[src/rtl/seq_controller_pkg.sv]
// seq_ctrl_pkg: opcodes, sequencer states and beat-count helper shared by seq_controller and its bench
// Exports: OP_* opcode values, state_t, beats_for_op()
package seq_ctrl_pkg;

    localparam int unsigned OP_NOP           = 0;
    localparam int unsigned OP_SET_ACT_DENSE = 1;
    localparam int unsigned OP_SET_COST      = 2;
    localparam int unsigned OP_LOAD_WEIGHT   = 3;
    localparam int unsigned OP_LOAD_INPUT    = 4;
    localparam int unsigned OP_SET_LR        = 5;
    localparam int unsigned OP_UPDATE        = 6;
    localparam int unsigned OP_STALL         = 7;
    localparam int unsigned OP_LOAD_Z        = 8;
    localparam int unsigned OP_HALT          = 9;

    typedef enum logic [1:0] {IDLE, EXEC, WAIT_TRAIN, HALT} state_t;

    function automatic int unsigned beats_for_op(input int unsigned op, input int unsigned param_c,
                                                 input int unsigned size);
        return (op == OP_LOAD_WEIGHT || op == OP_LOAD_INPUT || op == OP_LOAD_Z) ? size :
               (op == OP_STALL && param_c != 0) ? param_c : 1;
    endfunction

endpackage

[src/rtl/seq_controller_beat_counter.sv]
// beat_counter: per-op beat index with clear, enable and terminal-count compare
// Ports: clk, reset (sync, active-high), i_clr, i_en, i_term (last index) -> o_count, o_last
module beat_counter #(
    parameter int W = 8
) (
    input  logic         clk,
    input  logic         reset,
    input  logic         i_clr,
    input  logic         i_en,
    input  logic [W-1:0] i_term,
    output logic [W-1:0] o_count,
    output logic         o_last
);

    logic [W-1:0] r_count;

    // Saturates at the terminal count so a frozen or finished op never wraps.
    always_ff @(posedge clk)
        if (reset || i_clr) r_count <= '0;
        else if (i_en && !o_last) r_count <= r_count + 1'b1;

    assign o_count = r_count;
    assign o_last  = r_count == i_term;

endmodule

[src/rtl/seq_controller.sv]
// seq_controller: fetches opcodes over valid/ready and sequences multi-beat loads and config strobes
// Ports: clk, reset, enable, instr_valid/instr_ready, op, param_a, param_b, train_done in;
//        load/store/config strobes with layer/row indices, busy, halted, illegal_op out.
// Macro SEQ_CTRL_TRAIN_WAIT_EN: update_weight waits in WAIT_TRAIN for train_done.
module seq_controller
    import seq_ctrl_pkg::*;
#(
    parameter int SIZE         = 3,
    parameter int OP_SIZE      = 4,
    parameter int PARAM_A_SIZE = 4,
    parameter int PARAM_B_SIZE = 4,
    parameter int IDX_W        = 32
) (
    input  logic                    clk,
    input  logic                    reset,
    input  logic                    enable,
    input  logic                    instr_valid,
    output logic                    instr_ready,
    input  logic [OP_SIZE-1:0]      op,
    input  logic [PARAM_A_SIZE-1:0] param_a,
    input  logic [PARAM_B_SIZE-1:0] param_b,
    input  logic                    train_done,
    output logic [IDX_W-1:0]        w_layer_index,
    output logic [IDX_W-1:0]        w_row_index,
    output logic                    is_load,
    output logic                    i_is_load,
    output logic                    load_w,
    output logic                    use_z,
    output logic                    is_store,
    output logic                    start_train,
    output logic [IDX_W-1:0]        bp_layer,
    output logic [IDX_W-1:0]        bp_row,
    output logic                    set_act_type,
    output logic                    set_dense_type,
    output logic                    set_cost_type,
    output logic                    set_learning_rate_value,
    output logic                    busy,
    output logic                    halted,
    output logic                    illegal_op
);

    localparam int PC_W = PARAM_A_SIZE + PARAM_B_SIZE;
    localparam int CW   = ($clog2(SIZE) > PC_W) ? $clog2(SIZE) : PC_W;
`ifdef SEQ_CTRL_TRAIN_WAIT_EN
    localparam logic TRAIN_WAIT = 1'b1;
`else
    localparam logic TRAIN_WAIT = 1'b0;
`endif

    state_t             r_state;
    logic [OP_SIZE-1:0] r_op;
    logic [PC_W-1:0]    r_pc;
    logic               r_illegal;
    logic [CW-1:0]      w_count;
    logic               w_last, w_hold, w_accept, w_run, w_ld, w_st;
    logic [31:0]        w_op;

    assign w_op   = 32'(r_op);
    assign w_run  = enable && r_state == EXEC;
    // Ops whose last beat does not free the sequencer for a new instruction.
    assign w_hold = w_op == OP_HALT || (TRAIN_WAIT && w_op == OP_UPDATE);
    assign instr_ready = enable && (r_state == IDLE || (r_state == EXEC && w_last && !w_hold) ||
                                    (r_state == WAIT_TRAIN && train_done));
    assign w_accept = instr_valid && instr_ready;

    beat_counter #(.W(CW)) u_beat (
        .clk    (clk),
        .reset  (reset),
        .i_clr  (w_accept),
        .i_en   (w_run),
        .i_term (CW'(beats_for_op(w_op, 32'(r_pc), SIZE) - 1)),
        .o_count(w_count),
        .o_last (w_last)
    );

    always_ff @(posedge clk)
        if (reset) begin
            r_state   <= IDLE;
            r_op      <= '0;
            r_pc      <= '0;
            r_illegal <= 1'b0;
        end else if (w_accept) begin
            r_state   <= EXEC;
            r_op      <= op;
            r_pc      <= {param_a, param_b};
            r_illegal <= r_illegal || 32'(op) > OP_HALT;
        end else if (enable) begin
            if (r_state == EXEC && w_last)
                r_state <= (w_op == OP_HALT) ? HALT : w_hold ? WAIT_TRAIN : IDLE;
            else if (r_state == WAIT_TRAIN && train_done)
                r_state <= IDLE;
        end

    assign w_ld = w_run && (w_op == OP_LOAD_WEIGHT || w_op == OP_LOAD_INPUT || w_op == OP_LOAD_Z);
    assign w_st = w_run && (w_op == OP_LOAD_INPUT || w_op == OP_LOAD_Z);

    assign is_load                 = w_ld;
    assign load_w                  = w_run && w_op == OP_LOAD_WEIGHT;
    assign i_is_load               = w_run && w_op == OP_LOAD_INPUT;
    assign use_z                   = w_run && w_op == OP_LOAD_Z;
    assign is_store                = w_st;
    assign start_train             = w_run && w_op == OP_UPDATE;
    assign set_act_type            = w_run && w_op == OP_SET_ACT_DENSE;
    assign set_dense_type          = w_run && w_op == OP_SET_ACT_DENSE;
    assign set_cost_type           = w_run && w_op == OP_SET_COST;
    assign set_learning_rate_value = w_run && w_op == OP_SET_LR;
    assign w_layer_index           = w_ld ? IDX_W'(r_pc) : '0;
    assign w_row_index             = w_ld ? IDX_W'(w_count) : '0;
    assign bp_layer                = w_st ? IDX_W'(r_pc) : '0;
    assign bp_row                  = w_st ? IDX_W'(w_count) : '0;
    assign busy                    = r_state != IDLE;
    assign halted                  = r_state == HALT;
    assign illegal_op              = r_illegal;

endmodule

[config.mk]
export PLATFORM = sky130hd
export DESIGN_NAME = seq_controller
export DESIGN_NICKNAME = d
export VERILOG_FILES = /design/src/rtl/seq_controller_pkg.sv /design/src/rtl/seq_controller_beat_counter.sv /design/src/rtl/seq_controller.sv
export SDC_FILE = /design/constraint.sdc
export NUM_CORES = 1
export LEC_CHECK = 0
export ABC_AREA = 1
export CORE_MARGIN = 2
export CORE_UTILIZATION = 38
export DETAILED_ROUTE_END_ITERATION = 16
export PLACE_DENSITY = 0.92
export SETUP_SLACK_MARGIN = 0.1
export SLEW_MARGIN = 20
export SYNTH_ARGS = -nofsm -noshare
export SYNTH_HDL_FRONTEND = slang
export SYNTH_HIERARCHICAL = 1
export SYNTH_SLANG_ARGS = --single-unit
[constraint.sdc]
create_clock -name clk -period 3.9 [get_ports clk]
set_input_delay 0.975 -clock clk [delete_from_list [all_inputs] [get_ports clk]]
set_output_delay 0.975 -clock clk [all_outputs]
set_load 0.005 [all_outputs]
==> flow_metrics.py, run 1 <==
metrics = {
    "critical_path": {
        "crit_fanout": 4,
        "critPathArrivalTime_ns": 2.79,
        "cp_common_cell": "nand2_1",
        "end_kind": "primary output",
        "critPathTopFamily": "simple AND/OR/NAND/NOR gates",
        "crit_buf_inv": 7,
        "path_class": "reg -> out",
        "critPathLaunchType": "flip-flop",
        "slowest_delay_ns": 0.33,
        "required_ns": 2.92,
        "r2r_slack_ns": 0.64,
        "critPathSlowestCell": "dfxtp_2",
    },
    "logic_synthesis": {
        "synth.area.top_cells": "buf_4, dfxtp_1, nand2_1, nor2_1, inv_1",
        "yosysUniqueCellTypes": 33,
        "synth_area_leader_cell": "buf_4",
        "synth-adder-area-share_pct": 0.975,
        "synth_mux_area_share_pct": 0,
        "synth-edff-count": 0,
        "synth_top_family_by_area": "buffers and inverters",
        "synth.cell_area_um2": 2570,
        "synth_xor_area_share_pct": 1.71,
        "synth_top_area_share_pct": 28.4,
        "yosys.area_share.simple_pct": 35.3,
        "synth_compound_area_share_pct": 4.92,
        "ys_warn_count": 6,
        "async_reset_ff_share_pct": 0,
        "synth-seq-area-share_pct": 17.9,
        "syn_inst": 405,
        "synth-main-ff-cell": "dfxtp_1",
        "synth-seq-cells": 23,
        "syn_avg_cell_area_um2": 6.34,
    },
    "timing": {
        "report.final.hold_viol_count": 0,
        "post-route-min-period_ns": 3.77,
        "fin_ws_ns": 0.134,
        "drv_slew": 0,
        "hold_ws_ns": 0.509,
        "setup_violations": 0,
        "fin_crit_sh_pct": 96.6,
        "timing.slew.headroom_pct": 62.9,
        "rsz0062_at_grt": "true",
        "max_freq_ghz": 0.266,
        "clock_skew_ns": 0.00345,
        "worst_pin_slew_ns": 0.555,
    },
    "place": {
        "io_buffers": 62,
        "dp_slack_ns": -0.0244,
        "gp_routability_congestion": 0.916,
        "hpwl_um": 4620,
    },
    "clock_network": {
        "cts_tree": "yes",
        "cts_hold_buffers": 0,
        "cts.sinks": 23,
        "cts_buffer_depth": 2,
        "clk_latency_ns": 0.27,
        "cts_buffers": 3,
        "root_buffer": "clkbuf_8",
        "h-tree-depth": 1,
        "clkTransAtPathRegs_ns": 0.08,
    },
    "route": {
        "wl_met1_um": 2230,
        "met2_length_um": 3570,
        "dr.pass1.iters": 4,
        "viasPerCell": 4.48,
        "drc_errors": 0,
        "highest_layer": "met4",
        "vias": 2513,
        "drt_iter0_drc": 124,
        "wl_um": 6600,
        "wl_per_cell_um": 11.8,
        "wl_met3_um": 522,
        "drtAntennaViolNets": 0,
    },
    "grt": {
        "antenna_found_initial": 0,
        "grt_use_total_pct": 15.3,
        "grt_pass1_vias": 2263,
        "grt_pass1_wl_um": 9440,
        "overflow": 0,
        "grt_max_degree": 27,
    },
    "status": {
        "status": "finished clean",
    },
    "final_layout": {
        "antenna_cells": 0,
        "finalNetCount": 504,
        "area_delta_synth_final_pct": 22.7,
        "drive_gt1_share_pct": 18.6,
        "post-route-util_pct": 49.0,
    },
    "power_and_ir_drop": {
        "vdd_drop_max_mv": 0.122,
        "power_density_nw_per_um2": 192,
        "power_mw": 0.603,
        "p_leak_nw": 1.50,
    },
    "floorplanning": {
        "num_rows": 29,
        "placeableCoreArea_um2": 6420,
        "die_width_um": 86.2,
        "initial_core_util_pct": 40.0,
        "die_h_um": 86.2,
        "ios": 159,
        "dieArea_um2": 7430,
    },
    "run": {
        "cap_violations": 0,
    },
    "min_path": {
        "min_path_type": "reg -> reg",
    },
}
what timing repair did:
| item | in CTS | in global routing |
|---|---|---|
| pin swaps | 7 | 10 |
| endpoints found under the hold margin | 0 | 0 |
| buffers inserted | 6 | 2 |
| setup endpoints to repair | 1 | 1 |
| resized for setup | 17 | 25 |
logic make-up (layout without fill, tap and decap cells):
family | count (synthesis) | in the layout
xor+xnor | 5 | 5
buf+inv | 159 | 143
compound gates | 20 | 20
fa+ha+maj | 2 | 2
other cells | 1 | 96
simple gates | 195 | 195
flops | 23 | 23
report_power, final:
group	internal, mW	switching [mW]
sequential	0.247	0.0114
clock	0.0731	0.0780
combinational	0.0718	0.122
cells in the mapped netlist, drive strengths merged, types with 3 or more instances:
cell    count
a21oi      12
buf       103
dfxtp      23
inv        55
nand2      80
nand3      19
nand4       7
nor2       82
nor3        5
o211ai      3
o21ai       3
xnor2       3
routing by layer:
metal / vias up / global-route usage (%)
met4: 0 / 7.10
met3: 27 / 1.71
met2: 152 / 30.8
met1: 1142 / 15.3
met5: - / 0
li1: 1192 / -
final cells by class:
class / count / area [um^2]
fill: 572 / 3270
multi-input combinational: 318 / 1540
timing repair buffer: 84 / 781
sequential: 23 / 474
inverter: 55 / 211
tap: 77 / 96.3
clock buffer: 4 / 45.0
flip-flops by register name (all words and copies together), names as in the netlist:
name            cells
u_beat/o_count      8
r_state             2
illegal_op          1
r_pc                8
r_op                4
path summary, 6_finish.rpt:
check | from | end | cells past startpoint
worst min-delay path | illegal_op$_SDFFE_PP0P_ | illegal_op$_SDFFE_PP0P_ | 2
worst max-delay path | r_pc[5]$_SDFFE_PP0P_ | instr_ready | 25
worst min register to register | illegal_op$_SDFFE_PP0P_ | illegal_op$_SDFFE_PP0P_ | 2
worst max register to register | r_pc[5]$_SDFFE_PP0P_ | u_beat/o_count[6]$_SDFFE_PP0P_ | 28
cells in the final DEF, fill, tap and decap left out, drive strengths merged, types with 3 or more instances in the layout:
master,instances
conb,96
nor2,82
nand2,80
clkdlybuf4s50,61
inv,55
dfxtp,23
buf,22
nand3,19
a21oi,12
nand4,7
nor3,5
clkbuf,5
o211ai,3
xnor2,3
o21ai,3
worst register-to-register path, delay by kind of cell, from the launching register on:
kind / cells / cell delay, ns
XOR/XNOR: 1 / 0.17
AND/OR/NAND/NOR: 19 / 1.79
adder cells (fa/ha/maj): 1 / 0.17
buffers and inverters: 7 / 0.70
flip-flops: 1 / 0.33
per-stage QoR:
step	std cells	cell area (um^2)	TNS [ns]
after floorplan	500	2920	0
final	561	3150	0
after CTS	559	3060	0
after global routing	561	3150	-0.0325
after detailed placement	549	2950	-0.0244
after global placement	549	2950	0
Power figures use the tool's default switching activity.
==> run 2: changes to the inputs <==
Settings changed: CAP_MARGIN from default to 20.
==> results of run 2 <==
Same layout as run 1: the final DEF is identical, and so are final timing and power.
